### src/rtl/fire_ctrl_pkg.sv
`default_nettype none
// ============================================================================
// Module      : fire_ctrl_pkg
// Description : Shared state encodings, requester IDs and timing defaults for
//               the fire request scheduler.
// Revision    : 1.0 - initial release
// ============================================================================
package fire_ctrl_pkg;

    localparam int c_COOLDOWN_CYCLES_DEF = 8;
    localparam int c_ACK_TIMEOUT_DEF     = 4;

    localparam logic [2:0] c_ST_IDLE     = 3'd0;
    localparam logic [2:0] c_ST_ISSUE    = 3'd1;
    localparam logic [2:0] c_ST_COOLDOWN = 3'd2;
    localparam logic [2:0] c_ST_EMPTY    = 3'd3;
    localparam logic [2:0] c_ST_FAULT    = 3'd4;

    localparam logic c_REQ_PILOT = 1'b0;
    localparam logic c_REQ_AUTO  = 1'b1;

    function automatic int max2(input int a, input int b);
        return (a > b) ? a : b;
    endfunction

endpackage
`default_nettype wire

### src/rtl/rr_arbiter2.sv
`default_nettype none
// ============================================================================
// Module      : rr_arbiter2
// Description : Two-input combinational round-robin arbiter; on a tie the
//               requester not recorded in i_last_served wins.
// Revision    : 1.0 - initial release
// ============================================================================
module rr_arbiter2
    import fire_ctrl_pkg::*;
(
    input  logic [1:0] i_req,
    input  logic       i_last_served,
    output logic       o_grant_idx,
    output logic       o_grant_valid
);

    always_comb begin
        o_grant_valid = |i_req;
        o_grant_idx   = c_REQ_PILOT;
        case (i_req)
            2'b01:   o_grant_idx = c_REQ_PILOT;
            2'b10:   o_grant_idx = c_REQ_AUTO;
            2'b11:   o_grant_idx = ~i_last_served;
            default: o_grant_idx = c_REQ_PILOT;
        endcase
    end

endmodule
`default_nettype wire

### src/rtl/fire_request_scheduler.sv
`default_nettype none
// ============================================================================
// Module      : fire_request_scheduler
// Description : Arbitrates pilot/autonomous launch requests, holds
//               fire_command until acknowledged, then enforces a cooldown.
// Revision    : 1.0 - initial release
// ============================================================================
module fire_request_scheduler #(
    parameter int COOLDOWN_CYCLES = fire_ctrl_pkg::c_COOLDOWN_CYCLES_DEF,
    parameter int ACK_TIMEOUT     = fire_ctrl_pkg::c_ACK_TIMEOUT_DEF
) (
    input  logic       clk,
    input  logic       rst,
    input  logic       target_locked,
    input  logic       pilot_req,
    input  logic       auto_req,
    input  logic       launch_missile,
    input  logic [3:0] remaining_missiles,
    output logic       fire_command,
    output logic       pilot_grant,
    output logic       auto_grant,
    output logic       busy,
    output logic       fault,
    output logic [2:0] sched_state
);

    import fire_ctrl_pkg::*;

    localparam int c_TIMER_W = $clog2(max2(COOLDOWN_CYCLES, ACK_TIMEOUT) + 1);
    localparam logic [c_TIMER_W-1:0] c_ACK_LAST = c_TIMER_W'(ACK_TIMEOUT - 1);
    localparam logic [c_TIMER_W-1:0] c_CD_LAST  = c_TIMER_W'(COOLDOWN_CYCLES - 1);

    logic [2:0]           state_q, state_d;
    logic [c_TIMER_W-1:0] timer_q, timer_d;
    logic                 winner_q, winner_d;
    logic                 last_served_q, last_served_d;
    logic                 fire_command_q, fire_command_d;
    logic                 pilot_grant_q, pilot_grant_d;
    logic                 auto_grant_q, auto_grant_d;
    logic                 busy_q, busy_d;
    logic                 fault_q, fault_d;

    logic                 w_grant_idx;
    logic                 w_grant_valid;
    logic                 w_ammo_empty;
    logic                 w_ack_commit;

    assign w_ammo_empty = (remaining_missiles == 4'd0);

    rr_arbiter2 u_arb (
        .i_req         ({auto_req, pilot_req}),
        .i_last_served (last_served_q),
        .o_grant_idx   (w_grant_idx),
        .o_grant_valid (w_grant_valid)
    );

    always_ff @(posedge clk) begin
        if (rst) begin
            state_q        <= c_ST_IDLE;
            timer_q        <= '0;
            winner_q       <= c_REQ_PILOT;
            last_served_q  <= c_REQ_AUTO;
            fire_command_q <= 1'b0;
            pilot_grant_q  <= 1'b0;
            auto_grant_q   <= 1'b0;
            busy_q         <= 1'b0;
            fault_q        <= 1'b0;
        end else begin
            state_q        <= state_d;
            timer_q        <= timer_d;
            winner_q       <= winner_d;
            last_served_q  <= last_served_d;
            fire_command_q <= fire_command_d;
            pilot_grant_q  <= pilot_grant_d;
            auto_grant_q   <= auto_grant_d;
            busy_q         <= busy_d;
            fault_q        <= fault_d;
        end
    end

    always_comb begin
        state_d       = state_q;
        timer_d       = timer_q + c_TIMER_W'(1);
        winner_d      = winner_q;
        last_served_d = last_served_q;
        case (state_q)
            c_ST_IDLE: begin
                // Ammo check outranks any pending request.
                if (w_ammo_empty) begin
                    state_d = c_ST_EMPTY;
                end else if (target_locked && w_grant_valid) begin
                    state_d  = c_ST_ISSUE;
                    winner_d = w_grant_idx;
                end
            end
            c_ST_ISSUE: begin
                if (!target_locked) begin
                    state_d = c_ST_IDLE;
                end else if (launch_missile) begin
                    state_d       = c_ST_COOLDOWN;
                    last_served_d = winner_q;
                end else if (timer_q == c_ACK_LAST) begin
                    state_d = c_ST_FAULT;
                end
            end
            c_ST_COOLDOWN: begin
                if (timer_q == c_CD_LAST) begin
                    state_d = w_ammo_empty ? c_ST_EMPTY : c_ST_IDLE;
                end
            end
            c_ST_EMPTY,
            c_ST_FAULT: begin
                state_d = state_q;
            end
            default: begin
                state_d = c_ST_IDLE;
            end
        endcase
        // Shared timer restarts on every state change and never runs while parked.
        if (state_d != state_q || state_d == c_ST_IDLE ||
            state_d == c_ST_EMPTY || state_d == c_ST_FAULT) begin
            timer_d = '0;
        end
    end

    always_comb begin
        w_ack_commit   = (state_q == c_ST_ISSUE) && (state_d == c_ST_COOLDOWN);
        fire_command_d = (state_d == c_ST_ISSUE);
        busy_d         = (state_d == c_ST_ISSUE) || (state_d == c_ST_COOLDOWN);
        fault_d        = (state_d == c_ST_FAULT);
        pilot_grant_d  = w_ack_commit && (winner_q == c_REQ_PILOT);
        auto_grant_d   = w_ack_commit && (winner_q == c_REQ_AUTO);
    end

    assign fire_command = fire_command_q;
    assign pilot_grant  = pilot_grant_q;
    assign auto_grant   = auto_grant_q;
    assign busy         = busy_q;
    assign fault        = fault_q;
    assign sched_state  = state_q;

endmodule
`default_nettype wire

### config.mk
export PLATFORM = sky130hd
export DESIGN_NAME = fire_request_scheduler
export DESIGN_NICKNAME = d
export VERILOG_FILES = /design/src/rtl/fire_ctrl_pkg.sv /design/src/rtl/rr_arbiter2.sv /design/src/rtl/fire_request_scheduler.sv
export SDC_FILE = /design/constraint.sdc
export NUM_CORES = 1
export LEC_CHECK = 0
export CORE_AREA = 2 2 40 42
export CTS_CLUSTER_DIAMETER = 150
export DETAILED_ROUTE_END_ITERATION = 6
export DIE_AREA = 0 0 42 44
export GPL_ROUTABILITY_DRIVEN = 0
export GPL_TIMING_DRIVEN = 1
export HOLD_SLACK_MARGIN = 0.06
export PLACE_DENSITY = 0.77
export SYNTH_ARGS = -nofsm -noshare
export SYNTH_HDL_FRONTEND = slang
export SYNTH_SLANG_ARGS = --single-unit
### constraint.sdc
create_clock -name clk -period 4.2 [get_ports clk]
set_clock_uncertainty 0.2 [all_clocks]
set_input_delay 1.05 -clock clk [delete_from_list [all_inputs] [get_ports clk]]
set_output_delay 1.05 -clock clk [all_outputs]
set_load 0.05 [all_outputs]
Word-level counts from Yosys, hierarchy flattened
Cells that the tools add are included.
- add/sub/neg operators: 1
- eq/ne operators: 13
- mux-type cells: 9
- bitwise logic cells: 3
- reduce and logical (&&, ||, !) cells: 16
- operators with widths (operator ; number):
    $mux 3 ; 6
    $eq 3x2->1 const B ; 4
    $pmux 3 s4 ; 1
    $eq 3x1->1 const B ; 2
    $eq 3x3->1 const B ; 2
    $logic_not 3->1 ; 2
    $reduce_and 3->1 ; 2
    $reduce_or 2->1 ; 3
    $add 4x1->4 const B ; 1
    $eq 2x2->1 const B ; 2
    $eq 4x2->1 const B ; 1
    $eq 4x3->1 const B ; 1
    $logic_and 1x1->1 ; 4
    $logic_not 4->1 ; 1
    $logic_or 1x1->1 ; 4
    $ne 3x3->1 ; 1
    $not 1->1 ; 3
    $mux 2 ; 1
    $pmux 1 s2 ; 1
- register bits: 14
- input bits: 10
- logic and storage cells: 51

Logic depth before layout (Yosys ltp)
Gate-level depths: netlist (run 1).
- word-level depth: 10
- mapped depth: 6

By module
A second synthesis (run 1) with hierarchy kept.
- cells, all modules: 79
- area, all modules: 755.7 µm²
- modules (own cells, without submodules) (module ; instances ; cells an instance ; area an instance (µm²) ; sequential area each (µm²)):
    fire_request_scheduler ; 1 ; 77 ; 742.0 ; 280.3
    rr_arbiter2 ; 1 ; 2 ; 13.8 ; 0.0

Worst setup path after synthesis (run 1)
OpenSTA, ideal clock, no wires.
- path type: input port to flip-flop
- start point: input remaining_missiles[1]
- end point: register auto_grant_q (netlist: auto_grant)
- setup time: 65 ps
- arrival: 2402 ps
- setup slack: 1533 ps
- cell stages on the path: 5
- cell sequence: or4_4 nor3_4 nor3_2 or4_4 nor2_1
- cells in the longest elaborated chain, start to end: 7
- ends and longest elaborated chain (what ; RTL line ; text):
    from (decl) ; fire_request_scheduler.sv:18 ; input logic [3:0] remaining_missiles,
    $logic_not 4->1 * ; fire_request_scheduler.sv:48 ; assign w_ammo_empty = (remaining_missiles == 4'd0);
    $mux 2 ; fire_request_scheduler.sv:108 ; state_d = w_ammo_empty ? c_ST_EMPTY : c_ST_IDLE;
    $mux 3 ; fire_request_scheduler.sv:107 ; if (timer_q == c_CD_LAST) begin
    $pmux 3 s4 * ; fire_request_scheduler.sv:86 ; case (state_q)
    $eq 3x2->1 * ; fire_request_scheduler.sv:127 ; w_ack_commit = (state_q == c_ST_ISSUE) && (state_d == c_ST_COOLDOWN);
    $logic_and 1x1->1 * ; fire_request_scheduler.sv:127 ;
    $logic_and 1x1->1 * ; fire_request_scheduler.sv:132 ; auto_grant_d = w_ack_commit && (winner_q == c_REQ_AUTO);
    to (signal assigned) ; fire_request_scheduler.sv:75 ; auto_grant_q <= auto_grant_d;
    to (decl) ; fire_request_scheduler.sv:39 ; logic auto_grant_q, auto_grant_d;
Mark *: on every way between the ends. The rest lies on a longest branch, timed or not.
A chain may end at the register's enable or synchronous reset.

Final worst setup path (run 1)
- start point: register state_q[2] (netlist: sched_state[2])
- end point: output sched_state[2]
- RTL lines (what ; RTL line ; text):
    from (decl) ; fire_request_scheduler.sv:33 ; logic [2:0] state_q, state_d;
    from (signal assigned) ; fire_request_scheduler.sv:59 ; state_q <= c_ST_IDLE;
    from (signal assigned) ; fire_request_scheduler.sv:69 ; state_q <= state_d;
    to (decl) ; fire_request_scheduler.sv:24 ; output logic [2:0] sched_state
No word-level cell between the ends.

==> results of run 1 <==
==> sequential cells by signal (all words and copies together), names as in the netlist <==
| name | count |
|---|---|
| fire_command | 1 |
| sched_state | 3 |
| pilot_grant | 1 |
| auto_grant | 1 |
| busy | 1 |
| timer_q | 4 |
| last_served_q | 1 |
| fault | 1 |
| winner_q | 1 |
==> layout make-up <==
class                           instances  area (um^2)
Clock buffer                            3         22.5
Timing Repair Buffer                   17          170
Tap cell                               16         20.0
Sequential cell                        14          280
Fill cell                             125          574
Inverter                                3         11.3
Multi-Input combinational cell         50          340
==> power breakdown <==
part	total [uW]	switching, uW	internal [uW]	leakage [uW]
clock	70.4	37.2	33.2	0.0000138
combinational	57.2	32.8	24.4	0.000188
sequential	145	6.37	139	0.000114
==> Yosys cell counts <==
library cell   n  area (um^2)
a211o_1        1         8.76
a211o_2        1         10.0
a21o_1         1         7.51
a21oi_1        2         10.0
a311oi_1       1         8.76
and2_2         1         7.51
and4_1         1         8.76
buf_2          3         15.0
dfxtp_1       14          280
ha_1           1         12.5
inv_1          3         11.3
mux2i_1        1         10.0
nand2_1        6         22.5
nand3_1        1         5.00
nand3b_1       2         15.0
nand4_1        1         6.26
nor2_1         7         26.3
nor2b_1        2         12.5
nor3_1         5         25.0
nor3_2         1         10.0
nor3_4         1         16.3
nor3b_1        3         22.5
nor4_1         1         6.26
o211a_1        1         10.0
o21ai_0        1         5.00
o221ai_1       1         8.76
o31ai_1        1         7.51
o41ai_1        1         8.76
or4_4          2         22.5
xnor2_1        1         8.76
xor2_1         2         17.5
==> worst reg2reg max path, delay by kind of cell, from the launching register on <==
kind,cells,cell delay (ps)
and+or+nand+nor,3,880
AOI/OAI and AO/OA,2,460
adders and majority gates,1,210
DFF,1,360
==> metrics by stage <==
step	power (uW)	std cells	hold WS, ps
floorplan	183	70	226
global placement	204	100	258
detailed placement	205	100	256
CTS	275	103	272
global route	286	103	289
finish	273	103	268
==> how the worst max path moves through the flow <==
stage / to / slack [ps] / cells after the start
6_report: sched_state[2] / 1250 / 1
5_1_grt: sched_state[2] / 1180 / 1
4_1_cts: sched_state[2] / 1240 / 1
3_5_place_dp: timer_q[3] / 1030 / 6
3_3_place_gp: pilot_grant / 1050 / 6
2_1_floorplan: auto_grant / 1530 / 5
==> metal layers <==
layer  GRT usage (%)  vias to the layer above
met1            17.8                      257
met2            24.4                       16
met5               0                        -
met3            6.25                        2
met4            5.81                        0
li1                -                      288
==> kinds of logic (layout without fill, tap and decap cells) <==
group | after synthesis | in the layout | share of synthesized area (%)
AND/OR/NAND/NOR | 34 | 34 | 31.9
AO/OA/AOI/OAI | 11 | 11 | 13.2
XOR/XNOR | 3 | 3 | 4.06
buffers and inverters | 6 | 23 | 4.06
multiplexers | 1 | 1 | 1.55
adder cells (fa/ha/maj) | 1 | 1 | 1.93
flip-flops | 14 | 14 | 43.3
==> flow_metrics.env, run 1 <==
export IMPL_outcome="finished clean"
export IMPL_dp_slack_ps=1030
export IMPL_final_util_pct=59.5
export IMPL_tritoncts="yes"
export IMPL_end_kind="primary output"
export IMPL_crit_family="buffers and inverters"
export IMPL_cp_start_kind="flop"
export IMPL_viasPerCell=5.47
export IMPL_routed_wl_um=1300
export IMPL_crit_path_cell_trace="clkdlybuf4s50_1"
export IMPL_netlist_instances=70
export IMPL_met3_length_um=104
export IMPL_std_cell_rows=14
export IMPL_layout_drive_gt1_share_pct=10.3
export IMPL_grt_ovfl_total=0
export IMPL_ir_drop_mv=0.246
export IMPL_maxSlewHeadroom_pct=66.5
export IMPL_clk_pin_slew_worst_paths_ps=70
export IMPL_synth_cell_types=31
export IMPL_worstHoldStart="winner_q"
export IMPL_syn_avg_cell_area_um2=9.24
export IMPL_layout_commonest_cell="clkdlybuf4s50_1"
export IMPL_area_growth_pct=30.6
export IMPL_worst_slack_ps=1250
export IMPL_r2r_end="pilot_grant"
export IMPL_yosys_warnings=0
export IMPL_path_class="reg -> out"
export IMPL_leakagePower_uw=0.000316
export IMPL_route_detailed_drc=0
export IMPL_h_tree_depth=1
export IMPL_setup_tns_ps=0
export IMPL_cp_arrival_ps=1700
export IMPL_root_buffer="clkbuf_4"
export IMPL_timing_fmax_ghz=0.338
export IMPL_required_ps=2950
export IMPL_antenna_cells=0
export IMPL_grt_pass1_vias=487
export IMPL_min_path_cells=1
export IMPL_ant_nets=0
export IMPL_grtUsageTotal_pct=15.0
export IMPL_cts_made_buffers=3
export IMPL_post_cts_buffers=0
export IMPL_core_um2=1420
export IMPL_dpl_cell_area_um2=822
export IMPL_die_h_um=44
export IMPL_powerDensity_nw_per_um2=323
export IMPL_ys_seq_area_share_pct=43.3
export IMPL_grt_max_degree=11
export IMPL_hold_viol_final=0
export IMPL_ys_seq_elements=14
export IMPL_cts_sinks=14
export IMPL_pin_count=18
export IMPL_startpoint="sched_state[2]"
export IMPL_dieArea_um2=1850
export IMPL_dr_pass1_iters=2
export IMPL_tightestPinTransition_ps=498
export IMPL_met2_length_um=565
export IMPL_slowest_delay_ps=880
export IMPL_slew_violations=0
export IMPL_min_path_type="reg -> reg"
export IMPL_syn_area_um2=647
export IMPL_cts_buffer_depth=2
export IMPL_drv_cap=0
export IMPL_via_count=563
export IMPL_grt_pass1_wl_um=2100
export IMPL_crit_slowest_cell="clkdlybuf4s50_1"
export IMPL_final_nets=100
export IMPL_place_port_buffers=17
export IMPL_syn_nets=81
export IMPL_reg2reg_from="timer_q[0]"
export IMPL_cts_resized=0
export IMPL_insertion_delay_ps=270
export IMPL_critPathBufInv=1
export IMPL_final_area_um2=845
export IMPL_cts_hold_buf=0
export IMPL_post_route_period_util_pct=70.3
export IMPL_layout_common_cells="clkdlybuf4s50_1 (17), dfxtp_1 (14), nor2_1 (7)"
export IMPL_whs_endpoint="pilot_grant"
export IMPL_ff2ff_path_depth=6
export IMPL_finalCriticalPeriod_ps=2950
export IMPL_die_width_um=42
export IMPL_initial_core_util_pct=45.6
export IMPL_setup_violations=0
export IMPL_antenna_found_initial=0
export IMPL_highest_layer="met4"
export IMPL_rsz0062_at_grt="false"
export IMPL_regToRegSetupSlack_ps=2020
export IMPL_met1Wirelength_um=613
export IMPL_crit_fanout=10
export IMPL_first_iter_violations=4
export IMPL_post_drt_wl_per_cell_um=12.6
Power figures use the tool's default switching activity.
==> run 2: changes to the inputs <==
--- a/config.mk
+++ b/config.mk
@@ -5,14 +5,14 @@
 export SDC_FILE = /design/constraint.sdc
 export NUM_CORES = 1
 export LEC_CHECK = 0
-export CORE_AREA = 2 2 40 42
+export CORE_AREA = 2 2 44 46
 export CTS_CLUSTER_DIAMETER = 150
 export DETAILED_ROUTE_END_ITERATION = 6
-export DIE_AREA = 0 0 42 44
+export DIE_AREA = 0 0 46 48
 export GPL_ROUTABILITY_DRIVEN = 0
 export GPL_TIMING_DRIVEN = 1
 export HOLD_SLACK_MARGIN = 0.06
-export PLACE_DENSITY = 0.77
+export PLACE_DENSITY = 0.68
 export SYNTH_ARGS = -nofsm -noshare
 export SYNTH_HDL_FRONTEND = slang
 export SYNTH_SLANG_ARGS = --single-unit
==> constraint.sdc (replaced) <==
create_clock -name clk -period 2.6 [get_ports clk]
set_clock_uncertainty 0.2 [all_clocks]
set_input_delay 0.65 -clock clk [delete_from_list [all_inputs] [get_ports clk]]
set_output_delay 0.65 -clock clk [all_outputs]
set_load 0.05 [all_outputs]
==> run 2 against run 1 <==
  * Clock power up 120%
  * Total power up 82%
  * Global-route usage down 0.56 points
  * Sequential share of layout area down 2.4 points
  * Register-to-register slack worse by 1500 ps
  * Sequential cell count unchanged
  * Cell count up 7.8%
==> flow_metrics.env, run 2 (same netlist as run 1, synthesis figures left out) <==
export IMPL_area_growth_pct=40.6
export IMPL_whs_endpoint="timer_q[0]"
export IMPL_grtUsageTotal_pct=14.5
export IMPL_cts_buffer_depth=2
export IMPL_crit_fanout=10
export IMPL_place_port_buffers=17
export IMPL_finalPower_uw=495
export IMPL_slowest_delay_ps=870
export IMPL_post_drt_wl_per_cell_um=11.7
export IMPL_antenna_found_initial=0
export IMPL_crit_path_cell_trace="clkdlybuf4s50_1"
export IMPL_timing_fmax_ghz=0.397
export IMPL_cts_made_buffers=3
export IMPL_seq_area_um2=280
export IMPL_final_nets=106
export IMPL_root_buffer="clkbuf_4"
export IMPL_post_route_period_util_pct=96.9
export IMPL_regToRegSetupSlack_ps=490
export IMPL_h_tree_depth=1
export IMPL_cp_arrival_ps=1670
export IMPL_insertion_delay_ps=280
export IMPL_layout_common_cells="clkdlybuf4s50_1 (15), dfxtp_1 (14), nor2_1 (7)"
export IMPL_r2r_end="pilot_grant"
export IMPL_finalNonFillerCells=111
export IMPL_cp_start_kind="flop"
export IMPL_post_dp_hpwl_um=988
export IMPL_setup_violations=0
export IMPL_grt_max_degree=11
export IMPL_hold_viol_final=0
export IMPL_ant_nets=0
export IMPL_std_cell_rows=15
export IMPL_setup_tns_ps=0
export IMPL_viasPerCell=5.46
export IMPL_slew_violations=0
export IMPL_powerDensity_nw_per_um2=544
export IMPL_ir_drop_mv=0.239
export IMPL_via_count=606
export IMPL_pin_count=18
export IMPL_layout_commonest_cell="clkdlybuf4s50_1"
export IMPL_reg2reg_from="timer_q[0]"
export IMPL_dp_cells=107
export IMPL_clk_pin_slew_worst_paths_ps=80
export IMPL_largest_register="timer_q"
export IMPL_outcome="finished clean"
export IMPL_largest_reg_flops=4
export IMPL_path_class="reg -> out"
export IMPL_multi_input_area_um2=340
export IMPL_antenna_cells=0
export IMPL_dr_pass1_iters=4
export IMPL_core_um2=1690
export IMPL_finalCriticalPeriod_ps=2520
export IMPL_final_util_pct=53.9
export IMPL_maxSlewHeadroom_pct=66.9
export IMPL_first_iter_violations=39
export IMPL_ff2ff_path_depth=6
export IMPL_whs_ps=251
export IMPL_end_kind="primary output"
export IMPL_grt_pass1_wl_um=2260
export IMPL_drv_cap=0
export IMPL_route_detailed_drc=0
export IMPL_min_path_cells=1
export IMPL_crit_family="buffers and inverters"
export IMPL_die_h_um=48
export IMPL_tritoncts="yes"
export IMPL_dieArea_um2=2210
export IMPL_routed_wl_um=1300
export IMPL_tightestPinTransition_ps=490
export IMPL_fill_cells=155
export IMPL_grt_pass1_vias=547
export IMPL_layout_drive_gt1_share_pct=17.0
export IMPL_initial_core_util_pct=38.3
export IMPL_required_ps=1750
export IMPL_cts_sinks=14
export IMPL_rsz0062_at_grt="false"
export IMPL_leakagePower_uw=0.000385
export IMPL_min_path_type="reg -> reg"
export IMPL_crit_slowest_cell="clkdlybuf4s50_1"
export IMPL_die_width_um=46
export IMPL_post_cts_buffers=0
export IMPL_worstHoldStart="timer_q[0]"
export IMPL_grt_ovfl_total=0
export IMPL_critPathBufInv=1
## run 2: cell count changes in the layout (fill, tap and decap cells not counted)
cell	delta
dlymetal6s2s_1	+2
buf_4	+6
clkbuf_8	+1
clkdlybuf4s50_1	-2
## run 2: layer usage
layer  share of wire, %  vias up  track usage [%]  wire [um]
met5                  0        -                0          0
met4                3.7        0             12.6         48
met3                8.2        7             1.51        107
met2                 43       43             20.6        555
met1                 45      256             19.4        587
li1                   -      300                -          -
## run 2: worst max path at each step
stage                               start  cells after the start             end  slack [ps]
finish                     sched_state[1]                      1  sched_state[1]          80
global route               sched_state[1]                      1  sched_state[1]           7
detailed placement  remaining_missiles[1]                      6     pilot_grant        -120
global placement    remaining_missiles[1]                      6      auto_grant        -100
floorplan           remaining_missiles[1]                      5      auto_grant         330
CTS                        sched_state[2]                      1  sched_state[2]          30
## run 2: report_power, final
group          total (uW)  leakage, uW  switching (uW)  internal (uW)
clock                 156    0.0000210            70.5           85.2
sequential            234     0.000114            10.0            224
combinational         106     0.000250            55.6           50.1
## run 2: cell type report
type	instances	share of cell area [%]
multi-input combinational	50	37.4
inverter	3	1.24
timing repair buffer	23	24.2
tap	17	2.34
clock buffer	4	3.99
sequential	14	30.8
## run 2: repair_timing
action	CTS	global route
resized for setup	0	2
setup endpoints to repair	0	2
hold buffers	0	0
## run 2: per-stage QoR
step	worst slack [ps]	instance area, um^2
after floorplan	333	647
after global placement	-96.8	868
after CTS	27.9	905
final	79.5	910
after global routing	6.55	910
after detailed placement	-121	868
